**src/rtl/rtc_pkg.sv**
```systemverilog
// Shared encodings, BCD limits and helpers
// for the BCD real-time clock with alarms.
package rtc_pkg;

  localparam logic [2:0] SEL_SEC  = 3'd0;
  localparam logic [2:0] SEL_MIN  = 3'd1;
  localparam logic [2:0] SEL_HR   = 3'd2;
  localparam logic [2:0] SEL_WEEK = 3'd3;
  localparam logic [2:0] SEL_AHR  = 3'd4;
  localparam logic [2:0] SEL_AMIN = 3'd5;

  localparam logic [7:0] BCD_MIN_MAX  = 8'h59;
  localparam logic [7:0] BCD_HR_MAX   = 8'h23;
  localparam logic [7:0] BCD_WEEK_MAX = 8'h06;

  typedef enum logic {
    WR_IDLE,
    WR_APPLY
  } wr_st_t;

  function automatic logic bcd_ok(
    input logic [7:0] d,
    input logic [7:0] mx
  );
    return (d[7:4] <= 4'd9) &&
           (d[3:0] <= 4'd9) &&
           (d <= mx);
  endfunction

  // Returns {pm, bcd_hour} for the 12-hour view.
  function automatic logic [8:0] hr_12(
    input logic [7:0] h
  );
    logic [4:0] b;
    logic [4:0] t;
    logic [3:0] ones;
    logic       tens;
    b = 5'(h[7:4]) * 5'd10 + 5'(h[3:0]);
    if (b == 5'd0)
      t = 5'd12;
    else if (b > 5'd12)
      t = b - 5'd12;
    else
      t = b;
    tens = (t >= 5'd10);
    ones = tens ? 4'(t - 5'd10) : t[3:0];
    return {(b >= 5'd12), 3'd0, tens, ones};
  endfunction

endpackage

```
**src/rtl/bcd_mod_counter.sv**
```systemverilog
// Two-digit BCD counter wrapping at MAX,
// with load priority and carry out.
module bcd_mod_counter
  import rtc_pkg::*;
#(
  parameter logic [7:0] MAX = BCD_MIN_MAX
) (
  input  logic       CLOCK,
  input  logic       rst,
  input  logic       en,
  input  logic       ld,
  input  logic [7:0] ld_data,
  output logic [7:0] q,
  output logic [7:0] nxt,
  output logic       co
);

  logic [7:0] inc;

  always_comb begin
    inc = (q[3:0] == 4'd9) ?
          {q[7:4] + 4'd1, 4'd0} :
          {q[7:4], q[3:0] + 4'd1};
    co  = en & ~ld & (q == MAX);
    nxt = q;
    if (ld)
      nxt = ld_data;
    else if (en)
      nxt = (q == MAX) ? 8'h00 : inc;
  end

  always_ff @(posedge CLOCK or posedge rst) begin
    if (rst)
      q <= 8'h00;
    else
      q <= nxt;
  end

endmodule

```
**src/rtl/rtc_bcd_alarm.sv**
```systemverilog
// BCD time-of-day clock with weekday,
// write port, alarms and hourly chime.
module rtc_bcd_alarm
  import rtc_pkg::*;
#(
  parameter int CLK_HZ   = 40000000,
  parameter int N_ALARM  = 2,
  parameter int CHIME_HZ = 500,
  localparam int IW =
    (N_ALARM > 1) ? $clog2(N_ALARM) : 1
) (
  input  logic               CLOCK,
  input  logic               rst,
  input  logic               set_valid,
  output logic               set_ready,
  input  logic [2:0]         set_sel,
  input  logic [IW-1:0]      set_idx,
  input  logic [7:0]         set_data,
  output logic               set_err,
  input  logic               mode12,
  input  logic [N_ALARM-1:0] alarm_en,
  input  logic [N_ALARM-1:0] alarm_clr,
  output logic [7:0]         sec,
  output logic [7:0]         min,
  output logic [7:0]         hr,
  output logic               pm,
  output logic [2:0]         week,
  output logic               tick,
  output logic [N_ALARM-1:0] alarm_hit,
  output logic               chime
);

  localparam int PW =
    (CLK_HZ > 1) ? $clog2(CLK_HZ) : 1;
  localparam int CDIV0 =
    CLK_HZ / (2 * CHIME_HZ);
  localparam int CDIV =
    (CDIV0 > 0) ? CDIV0 : 1;
  localparam int CFST =
    (CDIV / 2 > 0) ? CDIV / 2 : 1;

  wr_st_t        st;
  logic [2:0]    c_sel;
  logic [IW-1:0] c_idx;
  logic [7:0]    c_data;
  logic          c_ok;
  logic          in_ok;
  logic          wr;

  logic [PW-1:0] psc;
  logic [7:0]    sec_q, min_q, hr_q;
  logic [7:0]    sec_n, min_n, hr_n;
  logic          sec_co, min_co, hr_co;
  logic [2:0]    wk;
  logic [31:0]   ccnt;
  logic          chm;
  logic          act, fst;
  logic [8:0]    h12;

  assign wr   = (st == WR_APPLY) & c_ok;
  assign tick = (psc == PW'(CLK_HZ - 1));

  always_comb begin
    in_ok = 1'b0;
    unique case (1'b1)
      (set_sel == SEL_SEC),
      (set_sel == SEL_MIN):
        in_ok = bcd_ok(set_data, BCD_MIN_MAX);
      (set_sel == SEL_HR):
        in_ok = bcd_ok(set_data, BCD_HR_MAX);
      (set_sel == SEL_WEEK):
        in_ok = bcd_ok(set_data, BCD_WEEK_MAX);
      (set_sel == SEL_AHR):
        in_ok = bcd_ok(set_data, BCD_HR_MAX) &&
                (32'(set_idx) < 32'(N_ALARM));
      (set_sel == SEL_AMIN):
        in_ok = bcd_ok(set_data, BCD_MIN_MAX) &&
                (32'(set_idx) < 32'(N_ALARM));
      default:
        in_ok = 1'b0;
    endcase
  end

  // Validity is judged at capture so set_err
  // can be a register that lines up with APPLY.
  always_ff @(posedge CLOCK or posedge rst) begin
    if (rst) begin
      st        <= WR_IDLE;
      set_ready <= 1'b1;
      set_err   <= 1'b0;
      c_sel     <= 3'd0;
      c_idx     <= '0;
      c_data    <= 8'h00;
      c_ok      <= 1'b0;
    end else begin
      unique case (st)
        WR_IDLE: begin
          if (set_valid && set_ready) begin
            st        <= WR_APPLY;
            set_ready <= 1'b0;
            set_err   <= ~in_ok;
            c_sel     <= set_sel;
            c_idx     <= set_idx;
            c_data    <= set_data;
            c_ok      <= in_ok;
          end
        end
        WR_APPLY: begin
          st        <= WR_IDLE;
          set_ready <= 1'b1;
          set_err   <= 1'b0;
          c_ok      <= 1'b0;
        end
        default: st <= WR_IDLE;
      endcase
    end
  end

  always_ff @(posedge CLOCK or posedge rst) begin
    if (rst)
      psc <= '0;
    else if ((wr && c_sel == SEL_SEC) || tick)
      psc <= '0;
    else
      psc <= psc + 1'b1;
  end

  bcd_mod_counter #(.MAX(BCD_MIN_MAX)) u_sec (
    .CLOCK   (CLOCK),
    .rst     (rst),
    .en      (tick),
    .ld      (wr && c_sel == SEL_SEC),
    .ld_data (c_data),
    .q       (sec_q),
    .nxt     (sec_n),
    .co      (sec_co)
  );

  bcd_mod_counter #(.MAX(BCD_MIN_MAX)) u_min (
    .CLOCK   (CLOCK),
    .rst     (rst),
    .en      (sec_co),
    .ld      (wr && c_sel == SEL_MIN),
    .ld_data (c_data),
    .q       (min_q),
    .nxt     (min_n),
    .co      (min_co)
  );

  bcd_mod_counter #(.MAX(BCD_HR_MAX)) u_hr (
    .CLOCK   (CLOCK),
    .rst     (rst),
    .en      (min_co),
    .ld      (wr && c_sel == SEL_HR),
    .ld_data (c_data),
    .q       (hr_q),
    .nxt     (hr_n),
    .co      (hr_co)
  );

  always_ff @(posedge CLOCK or posedge rst) begin
    if (rst)
      wk <= 3'd0;
    else if (wr && c_sel == SEL_WEEK)
      wk <= c_data[2:0];
    else if (hr_co)
      wk <= (wk == BCD_WEEK_MAX[2:0]) ?
            3'd0 : wk + 3'd1;
  end

  for (genvar k = 0; k < N_ALARM; k++) begin : g_al
    logic [7:0] a_hr, a_min;
    logic       hk, match;
    logic       sel_k;

    assign sel_k = (32'(c_idx) == k);
    // Compare against the time this tick produces.
    assign match = alarm_en[k] && tick &&
                   (sec_n == 8'h00) &&
                   (hr_n == a_hr) &&
                   (min_n == a_min);

    always_ff @(posedge CLOCK or posedge rst) begin
      if (rst) begin
        a_hr  <= 8'h00;
        a_min <= 8'h00;
        hk    <= 1'b0;
      end else begin
        if (wr && sel_k && c_sel == SEL_AHR)
          a_hr <= c_data;
        if (wr && sel_k && c_sel == SEL_AMIN)
          a_min <= c_data;
        hk <= match | (hk & ~alarm_clr[k]);
      end
    end

    assign alarm_hit[k] = hk;
  end

  assign fst = (min_q == BCD_MIN_MAX) &&
               (sec_q == 8'h59);
  assign act = (min_q == BCD_MIN_MAX) &&
               (sec_q >= 8'h55) &&
               (sec_q <= 8'h59);

  always_ff @(posedge CLOCK or posedge rst) begin
    if (rst) begin
      ccnt <= 32'd0;
      chm  <= 1'b0;
    end else if (!act) begin
      ccnt <= 32'd0;
      chm  <= 1'b0;
    end else if (ccnt >= (fst ? 32'(CFST - 1)
                              : 32'(CDIV - 1))) begin
      ccnt <= 32'd0;
      chm  <= ~chm;
    end else begin
      ccnt <= ccnt + 32'd1;
    end
  end

  assign h12   = hr_12(hr_q);
  assign sec   = sec_q;
  assign min   = min_q;
  assign hr    = mode12 ? h12[7:0] : hr_q;
  assign pm    = mode12 & h12[8];
  assign week  = wk;
  assign chime = chm;

endmodule

```
**config.mk**
```make
export PLATFORM = sky130hd
export DESIGN_NAME = rtc_bcd_alarm
export DESIGN_NICKNAME = d
export VERILOG_FILES = /design/src/rtl/rtc_pkg.sv /design/src/rtl/bcd_mod_counter.sv /design/src/rtl/rtc_bcd_alarm.sv
export SDC_FILE = /design/constraint.sdc
export NUM_CORES = 1
export LEC_CHECK = 0
export ABC_AREA = 1
export BUFFER_PORTS_ARGS = -buffer_cell sky130_fd_sc_hd__buf_2
export CAP_MARGIN = 0
export CORE_MARGIN = 2
export CORE_UTILIZATION = 66
export CTS_CLUSTER_SIZE = 12
export DETAILED_ROUTE_END_ITERATION = 12
export PLACE_DENSITY_LB_ADDON = 0.2
export SYNTH_ARGS = -nofsm -noshare
export SYNTH_HDL_FRONTEND = slang
export SYNTH_SLANG_ARGS = --single-unit
```
**constraint.sdc**
```tcl
create_clock -name CLOCK -period 7.8 [get_ports CLOCK]
set_input_delay 0.39 -clock CLOCK [delete_from_list [all_inputs] [get_ports CLOCK]]
set_output_delay 0.39 -clock CLOCK [all_outputs]
set_load 0.05 [all_outputs]
```
==> results of run 1 <==
[area by class of cell]
type / instances / area, sq um / area share [%]
multi-input cells: 809 / 4120 / 44.9
flip-flops and latches: 136 / 3400 / 37.2
inverters: 151 / 573 / 6.25
clock buffers: 18 / 439 / 4.79
repair buffers: 57 / 295 / 3.22
well taps: 147 / 184 / 2.01
clock inverters: 14 / 149 / 1.62
[power by group]
group	total, mW	switching, mW	internal [mW]
sequential	0.864	0.0854	0.779
clock	0.795	0.316	0.479
combinational	0.542	0.387	0.155
[state kept, by name, indices dropped and copies added, names as in the netlist]
register	flops
ccnt	32
g_al.a_hr	16
g_al.a_min	16
c_ok	1
week	3
u_hr.q	8
c_sel	3
g_al.hk	2
c_data	8
set_ready	1
u_sec.q	8
set_err	1
psc	26
chime	1
c_idx	1
st	1
u_min.q	8
[final timing paths]
| path | startpoint | end | depth (start not counted) |
|---|---|---|---|
| max | u_hr.q[4] | hr[1] | 17 |
| min | rst | st | 2 |
| max reg2reg | u_sec.q[5] | chime | 14 |
| min reg2reg | psc[0] | psc[0] | 1 |
| max in group asynchronous | rst | psc[1] | 3 |
| min in group CLOCK | set_valid | set_ready | 2 |
[cells by family (layout without fill, tap and decap cells)]
family / after synthesis / after routing / share of synthesized area, %
and+or+nand+nor: 620 / 620 / 34.6
buffers and inverters: 171 / 240 / 8.43
DFF: 136 / 136 / 41.8
AOI/OAI and AO/OA: 128 / 128 / 8.82
adders and majority gates: 25 / 25 / 3.93
xor gates and xnor gates: 21 / 21 / 2.35
other: 1 / 15 / 0.0460
[synth_stat cells (all sizes together) (12+ instances only)]
cell type	number
ha	24
nand2	316
xor2	14
o21ai	77
nor3	37
nand4	17
nand3b	12
a21oi	27
dfrtp	135
nor2	141
inv	150
nand3	81
[routing by layer]
metal / share of wire (%) / up-vias
li1: - / 3684
met1: 44 / 3411
met2: 47 / 233
met3: 6.8 / 39
met4: 2.3 / 0
met5: 0 / -
==> metrics.md, run 1 <==
| Metric | Value |
|---|---|
| Fillcell total | `929` |
| Most common cell after layout, fill and taps aside | `nand2_1` |
| CP Max Fanout | `6` |
| First-pass GRT wire length | `approximately 31000 um` |
| # rows | `40` |
| CTS Buffer Depth | `2` |
| R2R Setup Slk | `4.56 ns` |
| Slowest CP cell | `dfrtp_1` |
| Mapped Cells | `1102` |
| Seq/Total Area, Yosys | `41.8%` |
| Post-DP Area | `0.00858 sq mm` |
| Largest net degree at the start of global routing | `70` |
| Fin Setup TNS | `0 ns` |
| CTS root buffer | `clkbuf_16` |
| Detailed Route WL | `18700 um` |
| IR Drop Worst-Case VDD | `0.192 mV` |
| Top-level I/O count | `54` |
| RePlAce Congestion | `0.908` |
| Synth Flop Type | `dfrtp_1` |
| HP Class | `input pin to asynchronous set/reset pin` |
| Static Leak | `4.71 nW` |
| GRT met3 Usage | `under 10%` |
| Post-CTS Setup Bufs | `0` |
| Die Ht | `around 120 um` |
| Iteration-0 DRC count of the detailed router | `between 500 and 600` |
| Diodes inserted | `0` |
| Layout net count | `1217` |
| Max Cap Viol | `0` |
| Wire per inst | `between 10 and 15 um` |
| Htree depth | `4` |
| Via/cell ratio | `approximately 5.5` |
| Final Setup Violations | `0` |
| Grt peak-use layer | `met2` |
| Mapped cell area | `0.00815 sq mm` |
| Fin Clk Skew | `0.00692 ns` |
| Crit path buf inv count | `3` |
| Post-synth EDFFs | `0` |
| Clk_lat worst skew | `0.43 ns` |
| GRT Resource Usage Total | `between 30% and 40%` |
| Initial core utilization | `67.8%` |
| # DRC | `0` |
| Syn_area_per_cell | `7.39 sq um` |
| Core area | `0.0120 sq mm` |
| Synth-to-layout area growth | `12.5%` |
| GRT Residual Overflow | `0` |
| Antenna Nets Post-Route | `0` |
| Die width | `115 um` |
| Post-CTS resize count | `0` |
| Most used cell, CP | `nand2_1` |
| Final min period | `4.13 ns` |
| Fin area | `between 0.009 and 0.01 sq mm` |
| CP Data Required Time | `7.41 ns` |
| Flops & latches, synth | `136` |
| DP HPWL | `13300 um` |
| Most frequent cells in the layout | `304 x nand2_1, 135 x dfrtp_1, 131 x inv_1` |
| Final core occ | `76.3%` |
| PortBufs | `53` |
| Distinct cells, synth | `52` |
| Pre-CTS setup slack | `4.15 ns` |
| Worst path max stage delay | `between 0.4 and 0.5 ns` |
| F_max | `242 MHz` |
| Count of pins over their slew limit | `0` |
| Proportion of layout cells with a drive suffix above 1 | `13.5%` |
| CTS Hold Bufs | `0` |
| Synth area leaders | `dfrtp_1 41%, nand2_1 14%, inv_1 6.1%` |
| Setup ws final | `around 3.7 ns` |
| GR met2 Demand/Resource | `47.7%` |
| Unrepaired setup endpoints after global routing | `no` |
| Synth top area share | `41.5%` |
| GR met1 Demand/Resource | `41.3%` |
| Final hold violation count | `0` |
| Area leader, netlist | `dfrtp_1` |
| Vias in the first global route | `6730` |
| Placed insts | `1300` |
| Async SR Flop Fraction | `100%` |
| Worst slew margin | `41.0%` |
| CTS tree | `built` |
| Non-filler cells, final | `1332` |
| Yosys warnings | `0` |
| TritonCTS Sinks | `136` |
| Fin crit share | `52.9%` |
| Worst-margin pin slew | `just under 0.9 ns` |
| DRT Pass-1 Iters | `8` |
| Crit Path Category | `flop to output port` |
| Antenna violations before repair | `0` |
| Crit-path cells | `ha_1 > fa_1 > xnor2_1 > inv_1 > ha_1 > inv_1 > nor3_1 > o21ai_1 > nand2_1 > and3_1 > ha_1 > nand2_1 > nand2_1 > nand2_1 > nand2_1 > o21ai_1 > buf_2` |
| DIE AREA | `0.0132 sq mm` |
| Hold Slack | `about 0.046 ns` |
| Cell Pwr Density | `roughly 240 mW/mm^2` |
| PnR Total Power | `2.20 mW` |
| Top cell family by delay on the critical path | `adder cells` |
| CTS Buf Count | `17` |
| Status | `complete, no violations` |
| Via count | `7367` |
| WP data arrival | `~3.7 ns` |
| Endpoint type of the worst setup path | `output port` |
| Startpoint class of the critical path | `flop` |
| Clock slew at reported path FFs | `0.06 ns` |
No activity file was read; power rests on OpenSTA's default activity.
==> run 2, diff against run 1 <==
--- a/config.mk
+++ b/config.mk
@@ -5,11 +5,11 @@
 export SDC_FILE = /design/constraint.sdc
 export NUM_CORES = 1
 export LEC_CHECK = 0
-export ABC_AREA = 1
+export ABC_AREA = 0
 export BUFFER_PORTS_ARGS = -buffer_cell sky130_fd_sc_hd__buf_2
 export CAP_MARGIN = 0
 export CORE_MARGIN = 2
-export CORE_UTILIZATION = 66
+export CORE_UTILIZATION = 55
 export CTS_CLUSTER_SIZE = 12
 export DETAILED_ROUTE_END_ITERATION = 12
 export PLACE_DENSITY_LB_ADDON = 0.2
==> constraint.sdc (replaced) <==
create_clock -name CLOCK -period 3.6 [get_ports CLOCK]
set_input_delay 0.18 -clock CLOCK [delete_from_list [all_inputs] [get_ports CLOCK]]
set_output_delay 0.18 -clock CLOCK [all_outputs]
set_load 0.05 [all_outputs]
==> run 2 against run 1 <==
Area after synthesis is 0.23% lower. Die area is 19% higher. Synthesized cell count is 23% lower. Clock-buffer cell count stayed put. Clock skew hardly changed. Hold slack worse by 0.027 ns.
==> metrics.md, run 2 <==
| Metric | Value |
|---|---|
| Crit Path Category | `flop to output port` |
| GR met1 Demand/Resource | `37.7% (-3.6 points)` |
| Worst slew margin | `29.6% (-11 points)` |
| Vias in the first global route | `6500 (-3.4%)` |
| F_max | `approximately 280 MHz` |
| Worst-margin pin slew | `1.05 ns (+0.167 ns)` |
| Largest net degree at the start of global routing | `54 (-23%)` |
| CTS root buffer | `clkbuf_16` |
| CTS Buffer Depth | `2 (unchanged)` |
| Distinct cells, synth | `76 (+46%)` |
| Flops & latches, synth | `136 (unchanged)` |
| Most common cell after layout, fill and taps aside | `dfrtp_1` |
| Max Cap Viol | `0 (unchanged)` |
| Iteration-0 DRC count of the detailed router | `550 (-7.4%)` |
| DIE AREA | `0.0158 sq mm (+19%)` |
| Async SR Flop Fraction | `100% (unchanged)` |
| Synth-to-layout area growth | `18.1%` |
| Syn_area_per_cell | `9.55 sq um (+29%)` |
| Core area | `0.0145 sq mm (+21%)` |
| Count of pins over their slew limit | `0 (unchanged)` |
| WP data arrival | `3.36 ns (-0.38 ns)` |
| Most frequent cells in the layout | `134 x dfrtp_1, 101 x nor2_1, 60 x nand2_1` |
| Area share of and/or/nand/nor cells after synthesis | `22.2% (-12 points)` |
| # rows | `44 (+10%)` |
| Clk_lat worst skew | `0.42 ns (about the same)` |
| Unrepaired setup endpoints after global routing | `yes` |
| GR met2 Demand/Resource | `41.0% (-6.7 points)` |
| CTS Buf Count | `17 (unchanged)` |
| Static Leak | `4.47 nW (-5.1%)` |
| Cell Pwr Density | `348 mW/mm^2 (+45%)` |
| Synth area leaders | `dfrtp_1 42%, mux2_2 6.4%, xor2_1 5.5%` |
| Clock slew at reported path FFs | `0.06 ns (about the same)` |
| Grt peak-use layer | `met2` |
| PortBufs | `53 (unchanged)` |
| Mapped cell area | `0.00813 sq mm (-0.23%)` |
| GRT met3 Usage | `7.23% (+0.43 points)` |
| # DRC | `0 (unchanged)` |
| Largest registers | `ccnt (32), psc (26)` |
| Die width | `126 um (+9.1%)` |
| GRT Residual Overflow | `0 (unchanged)` |
| Post-synthesis mux area share | `8.24% (+8.2 points)` |
| Yosys warnings | `0 (unchanged)` |
| Proportion of layout cells with a drive suffix above 1 | `21.6% (+8.1 points)` |
| IR Drop Worst-Case VDD | `0.302 mV (+57%)` |
| CTS tree | `built` |
| Biggest register | `ccnt` |
| Final hold violation count | `0 (unchanged)` |
| Seq/Total Area, Yosys | `41.9% (+0.096 points)` |
| Wire per inst | `18.4 um (+32%)` |
| CP Data Required Time | `3.42 ns (-3.99 ns)` |
| Most frequent cell after synthesis | `dfrtp_1` |
| Htree depth | `4 (unchanged)` |
| DRT Pass-1 Iters | `5 (-3)` |
| Largest family of logic cells by synthesized area | `simple AND/OR/NAND/NOR gates` |
| Fin crit share | `98.3%` |
| HP Class | `input pin to flop` |
| Via/cell ratio | `5.99 (+8.4%)` |
| DP HPWL | `14600 um (+9.3%)` |
| Max FFs per register | `32 (unchanged)` |
| Fin Setup TNS | `0 ns (unchanged)` |
| Mapped Cells | `851 (-23%)` |
| Via count | `6796 (-7.8%)` |
| Fin Clk Skew | `0.00682 ns (-0.0000978 ns)` |
| PnR Total Power | `3.34 mW (+52%)` |
| Layout net count | `982 (-19%)` |
| Antenna violations before repair | `0 (unchanged)` |
| Status | `complete, no violations` |
| Synth top area share | `41.6% (+0.096 points)` |
| Setup ws final | `0.0614 ns (-3.61 ns)` |
| Final Setup Violations | `0 (unchanged)` |
| Top-level I/O count | `54 (unchanged)` |
| Post-synth EDFFs | `0 (unchanged)` |
| Adder-cell share of the synthesized area | `3.94% (+0.0091 points)` |
| Final min period | `3.54 ns` |
| Die Ht | `126 um (+9.1%)` |
| Initial core utilization | `56.1% (-12 points)` |
| CP Max Fanout | `4 (-2)` |
| Synth Flop Type | `dfrtp_1` |
| TritonCTS Sinks | `136 (unchanged)` |
| Startpoint class of the critical path | `flop` |
| Antenna Nets Post-Route | `0 (unchanged)` |
| First-pass GRT wire length | `34000 um (+8.2%)` |
| Post-Synth XOR/XNOR Area | `9.27% (+6.9 points)` |
| Diodes inserted | `0 (unchanged)` |
| Top post-synthesis cells by count | `135 x dfrtp_1, 101 x nor2_1, 61 x nand2_1, 51 x xor2_1, 46 x mux2_2` |
| GRT Resource Usage Total | `27.1% (-3.1 points)` |
| Detailed Route WL | `20900 um (+12%)` |
| RePlAce Congestion | `0.954 (+5.1%)` |
| Compound-Gate Fraction of Synth Area | `11.1% (+2.3 points)` |
| Pre-CTS setup slack | `0.141 ns (-4.01 ns)` |
| Area leader, netlist | `dfrtp_1` |
| Endpoint type of the worst setup path | `output port` |
run 2: changes by cell type in the layout (fill, tap and decap cells not counted), moves of 36 or more:
cell / before / now
nand2_1: 304 / 60
inv_1: 131 / 27
o21ai_0: 71 / 24
mux2_2: 0 / 45
nand3_1: 72 / 28
xor2_1: 14 / 50
run 2: repair_timing:
item                       CTS  global route
hold buffers                 5             0
gates resized for setup      7            26
buffers inserted            10             7
pin swaps                    4            10
setup endpoints to repair    3             4
hold endpoints to repair    44             0
run 2: metrics by stage:
stage	std cells	utilization (%)	hold WS [ns]	cell area, sq um
5_1_grt	1134	66.3	0.00269	9600
3_3_place_gp	1082	59.9	0.390	8680
2_1_floorplan	865	-	0.283	8180
4_1_cts	1129	65.1	0.00394	9430
3_5_place_dp	1082	59.9	0.391	8680
6_report	1134	66.3	0.0191	9600
run 2: worst max-delay path, cell delays in order (launching register included):
cell and delay, ns:
dfrtp_2 0.45, ha_4 0.18, fa_2 0.43, xor2_4 0.26
inv_4 0.08, ha_4 0.17, nand2_4 0.06, buf_4 0.12
nand3_1 0.11, a21oi_1 0.20, a31oi_2 0.08, a21boi_2 0.23
mux2i_2 0.24, mux2_4 0.18, buf_8 0.14
run 2: cell families after synthesis:
group           after synthesis
compound gates              137
xor+xnor                     86
fa+ha+maj                    25
buf+inv                      69
flops                       136
mux                          61
other cells                   1
simple gates                336
run 2: metal layers:
metal / wire length (um) / vias up
li1: - / 3207
met4: 514 / 0
met3: 1450 / 43
met1: 9350 / 3297
met2: 9590 / 249
met5: 0 / -
run 2: layout make-up:
| class | instances | area, sq um |
|---|---|---|
| Inverter | 29 | 115 |
| Clock inverter | 14 | 149 |
| Timing Repair Buffer | 93 | 603 |
| Multi-Input combinational cell | 660 | 4650 |
| Sequential cell | 136 | 3410 |
| Clock buffer | 18 | 439 |
| Fill cell | 1147 | 4880 |
| Tap cell | 184 | 230 |
run 2: worst paths after layout:
path / from / endpoint / slack [ns] / depth (start not counted)
setup / recovery: u_hr.q[4] / hr[2] / 0.06 / 14
hold / removal: set_data[1] / c_data[1] / 0.02 / 2
setup reg to reg: u_min.q[5] / g_al[1].hk / 0.23 / 10
hold reg to reg: psc[0] / psc[0] / 0.46 / 1
max in group asynchronous: rst / set_ready / 2.28 / 4
min in group asynchronous: rst / u_min.q[4] / 0.49 / 3
run 2: where the power goes:
| part | total (mW) | switching [mW] | internal (mW) |
|---|---|---|---|
| combinational | 0.0775 | 0.0549 | 0.0226 |
| clock | 1.72 | 0.683 | 1.04 |
| sequential | 1.54 | 0.00229 | 1.54 |
| total | 3.34 | 0.740 | 2.60 |
==> run 3, diff against run 2 <==
==> constraint.sdc (replaced) <==
create_clock -name CLOCK -period 3.6 [get_ports CLOCK]
set_input_delay 0.18 -clock CLOCK [delete_from_list [all_inputs] [get_ports CLOCK]]
set_output_delay 0.18 -clock CLOCK [all_outputs]
set_load 0.02 [all_outputs]
==> run 3 against run 2 <==
The run now ends with negative hold slack left. Combinational power decreased by 11%. Via count decreased by 0.85%. Register-to-register slack improved by 0.08 ns. Critical endpoint unchanged.
==> metrics.md, run 3 (same netlist as run 2, synthesis figures left out) <==
| Metric | Value |
|---|---|
| Status | `finished with violations` |
| Failing checks | `negative hold slack` |
| R2R Path End | `g_al[1].hk` |
| Proportion of layout cells with a drive suffix above 1 | `20.8% (-0.75 points)` |
| Antenna Nets Post-Route | `0 (unchanged)` |
| Placed insts | `1079 (-0.28%)` |
| Iteration-0 DRC count of the detailed router | `624 (+13%)` |
| Beginning of the critical path | `u_hr.q[2]` |
| Detailed Route WL | `20300 um (-2.7%)` |
| CTS root buffer | `clkbuf_16` |
| DP HPWL | `14300 um (-2.0%)` |
| Synth-to-layout area growth | `17.1%` |
| # rows | `44 (unchanged)` |
| CTS Buf Count | `17 (unchanged)` |
| Final Setup Violations | `0 (unchanged)` |
| NetSw | `724 uW (-2.2%)` |
| CP Max Fanout | `9 (+5)` |
| DRT Pass-1 Iters | `8 (+3)` |
| Static Leak | `4.42 nW (-1.2%)` |
| Fin Clk Skew | `0.0193 ns (+0.0125 ns)` |
| Unrepaired setup endpoints after global routing | `yes` |
| First-pass GRT wire length | `33500 um (-1.4%)` |
| PortBufs | `53 (unchanged)` |
| Clock Power Share | `52.5% (+0.9 points)` |
| CTS Buffer Depth | `2 (unchanged)` |
| Crit Path Category | `flop to output port` |
| Die Ht | `126 um (unchanged)` |
| Reg2reg start | `u_min.q[5]` |
| Logic pwr share | `2.0% (-0.3 points)` |
| Biggest register | `ccnt` |
| TritonCTS Sinks | `136 (unchanged)` |
| DIE AREA | `0.0158 sq mm (unchanged)` |
| Clk_lat worst skew | `0.44 ns (+0.02 ns)` |
| Final min period | `3.57 ns (+0.0323 ns)` |
| Largest net degree at the start of global routing | `137 (+150%)` |
| Crit-path cells | `buf_4 > ha_1 > a21o_1 > a21oi_1 > xnor2_2 > nor2_1 > a21oi_2 > buf_4 > buf_4 > buf_4 > buf_4 > buf_4 > buf_4 > mux2i_1 > mux2_4 > buf_6` |
| GRT Resource Usage Total | `26.7% (-0.31 points)` |
| Fillcell total | `1180 (+2.9%)` |
| Worst-margin pin slew | `1.00 ns (-0.0505 ns)` |
| Via count | `6738 (-0.85%)` |
| Antenna violations before repair | `0 (unchanged)` |
| Internal power | `2.67 mW (+2.5%)` |
| R2R Setup Slk | `0.31 ns (+0.08 ns)` |
| Max FFs per register | `32 (unchanged)` |
| RePlAce Congestion | `0.934 (-2.1%)` |
| Layout net count | `973 (-0.92%)` |
| Diodes inserted | `0 (unchanged)` |
| Die width | `126 um (unchanged)` |
| Startpoint class of the critical path | `flop` |
| Most frequent cells in the layout | `133 x dfrtp_1, 101 x nor2_1, 60 x nand2_1` |
| IR Drop Worst-Case VDD | `0.339 mV (+12%)` |
| HP Class | `input pin to asynchronous set/reset pin` |
| WP data arrival | `3.39 ns (+0.03 ns)` |
| Reg power frac | `45.4% (-0.7 points)` |
| Count of pins over their slew limit | `0 (unchanged)` |
| Fin crit share | `99.2% (+0.90 points)` |
| Htree depth | `4 (unchanged)` |
| Most used cell, CP | `buf_4` |
| Setup crit end | `hr[2]` |
| Endpoint type of the worst setup path | `output port` |
| Vias in the first global route | `6394 (-1.6%)` |
| Largest registers | `ccnt (32), psc (26)` |
| Wire per inst | `18.1 um (-1.9%)` |
| Final hold violation count | `52 (+52)` |
| Most common cell after layout, fill and taps aside | `dfrtp_1` |
| Max Cap Viol | `0 (unchanged)` |
| Core area | `0.0145 sq mm (unchanged)` |
| Slowest CP cell | `dfrtp_1` |
| Top-level I/O count | `54 (unchanged)` |
| Non-filler cells, final | `1125 (-0.79%)` |
| Hold Slack | `-0.0938 ns (-0.113 ns)` |
| Worst path max stage delay | `0.40 ns (-0.05 ns)` |
| Cell Pwr Density | `356 mW/mm^2 (+2.3%)` |
| CP Data Required Time | `3.42 ns (about the same)` |
| CTS tree | `built` |
| Initial core utilization | `56.1% (unchanged)` |
| # DRC | `0 (unchanged)` |
| GRT Residual Overflow | `0 (unchanged)` |
| Switching Share | `21.4% (-0.79 points)` |
| Via/cell ratio | `5.99 (about the same)` |
| Clock slew at reported path FFs | `0.06 ns (about the same)` |
| F_max | `280 MHz (-0.91%)` |
| Worst slew margin | `33.0% (+3.4 points)` |
| FF-to-FF path depth | `10 (unchanged)` |
[run 3: cell type report]
type / count / area (sq um) / area share [%]
timing repair buffer: 84 / 527 / 5.54
clock inverter: 14 / 171 / 1.80
multi-input combinational: 660 / 4630 / 48.6
sequential: 136 / 3410 / 35.8
clock buffer: 18 / 439 / 4.62
inverter: 29 / 113 / 1.18
tap: 184 / 230 / 2.42
[run 3: metal layers]
layer | share of wire (%) | vias to the layer above | GRT usage, %
met4 | 2.3 | 0 | 10.0
met5 | 0 | - | 0
met2 | 46 | 235 | 40.0
met3 | 6.1 | 40 | 5.95
li1 | - | 3195 | -
met1 | 46 | 3268 | 38.3
[run 3: power groups by stage]
stage,logic [mW],registers (mW),clock network (mW)
after floorplan,0.0376,1.57,0
after global placement,0.0677,1.57,0
final,0.0690,1.54,1.78
after CTS,0.0709,1.54,1.82
after detailed placement,0.0680,1.57,0
after global routing,0.0804,1.54,1.88
[run 3: repair_timing]
action | 4_1_cts | 5_1_grt
gates resized for setup | 3 | 25
setup endpoints to repair | 2 | 3
pin swaps | 4 | 8
buffers inserted | 8 | 3
endpoints found under the hold margin | 3 | 0
hold buffers | 3 | 0
[run 3: critical path: cells and delay by family (launching register included)]
kind            cells  cell delay, ns
mux                 2            0.31
fa+ha+maj           1            0.29
xor+xnor            1            0.20
simple gates        1            0.25
compound gates      3            0.49
flops               1            0.40
buf+inv             8            1.02
[run 3: worst min-delay path by stage]
stage / start / end / slack (ns) / cells after the start
4_1_cts: set_data[1] / c_data[1] / 0.00001 / 2
3_5_place_dp: alarm_clr[0] / g_al[0].hk / 0.40 / 2
3_3_place_gp: alarm_clr[0] / g_al[0].hk / 0.39 / 2
2_1_floorplan: alarm_clr[0] / g_al[0].hk / 0.28 / 1
5_1_grt: set_data[7] / c_data[7] / 0.01 / 2
6_report: rst / g_al[1].a_min[4] / -0.09 / 3
[run 3: per-stage QoR]
step	util (%)	TNS, ns	power [mW]	setup WS, ns	cell area, sq um
final	65.7	0	3.39	0.0290	9520
after global routing	65.7	-0.223	3.50	-0.166	9520
after CTS	64.7	0	3.43	0.0211	9370
after detailed placement	59.8	0	1.64	0.234	8660
after global placement	59.8	0	1.63	0.355	8660
after floorplan	-	0	1.60	0.548	8180
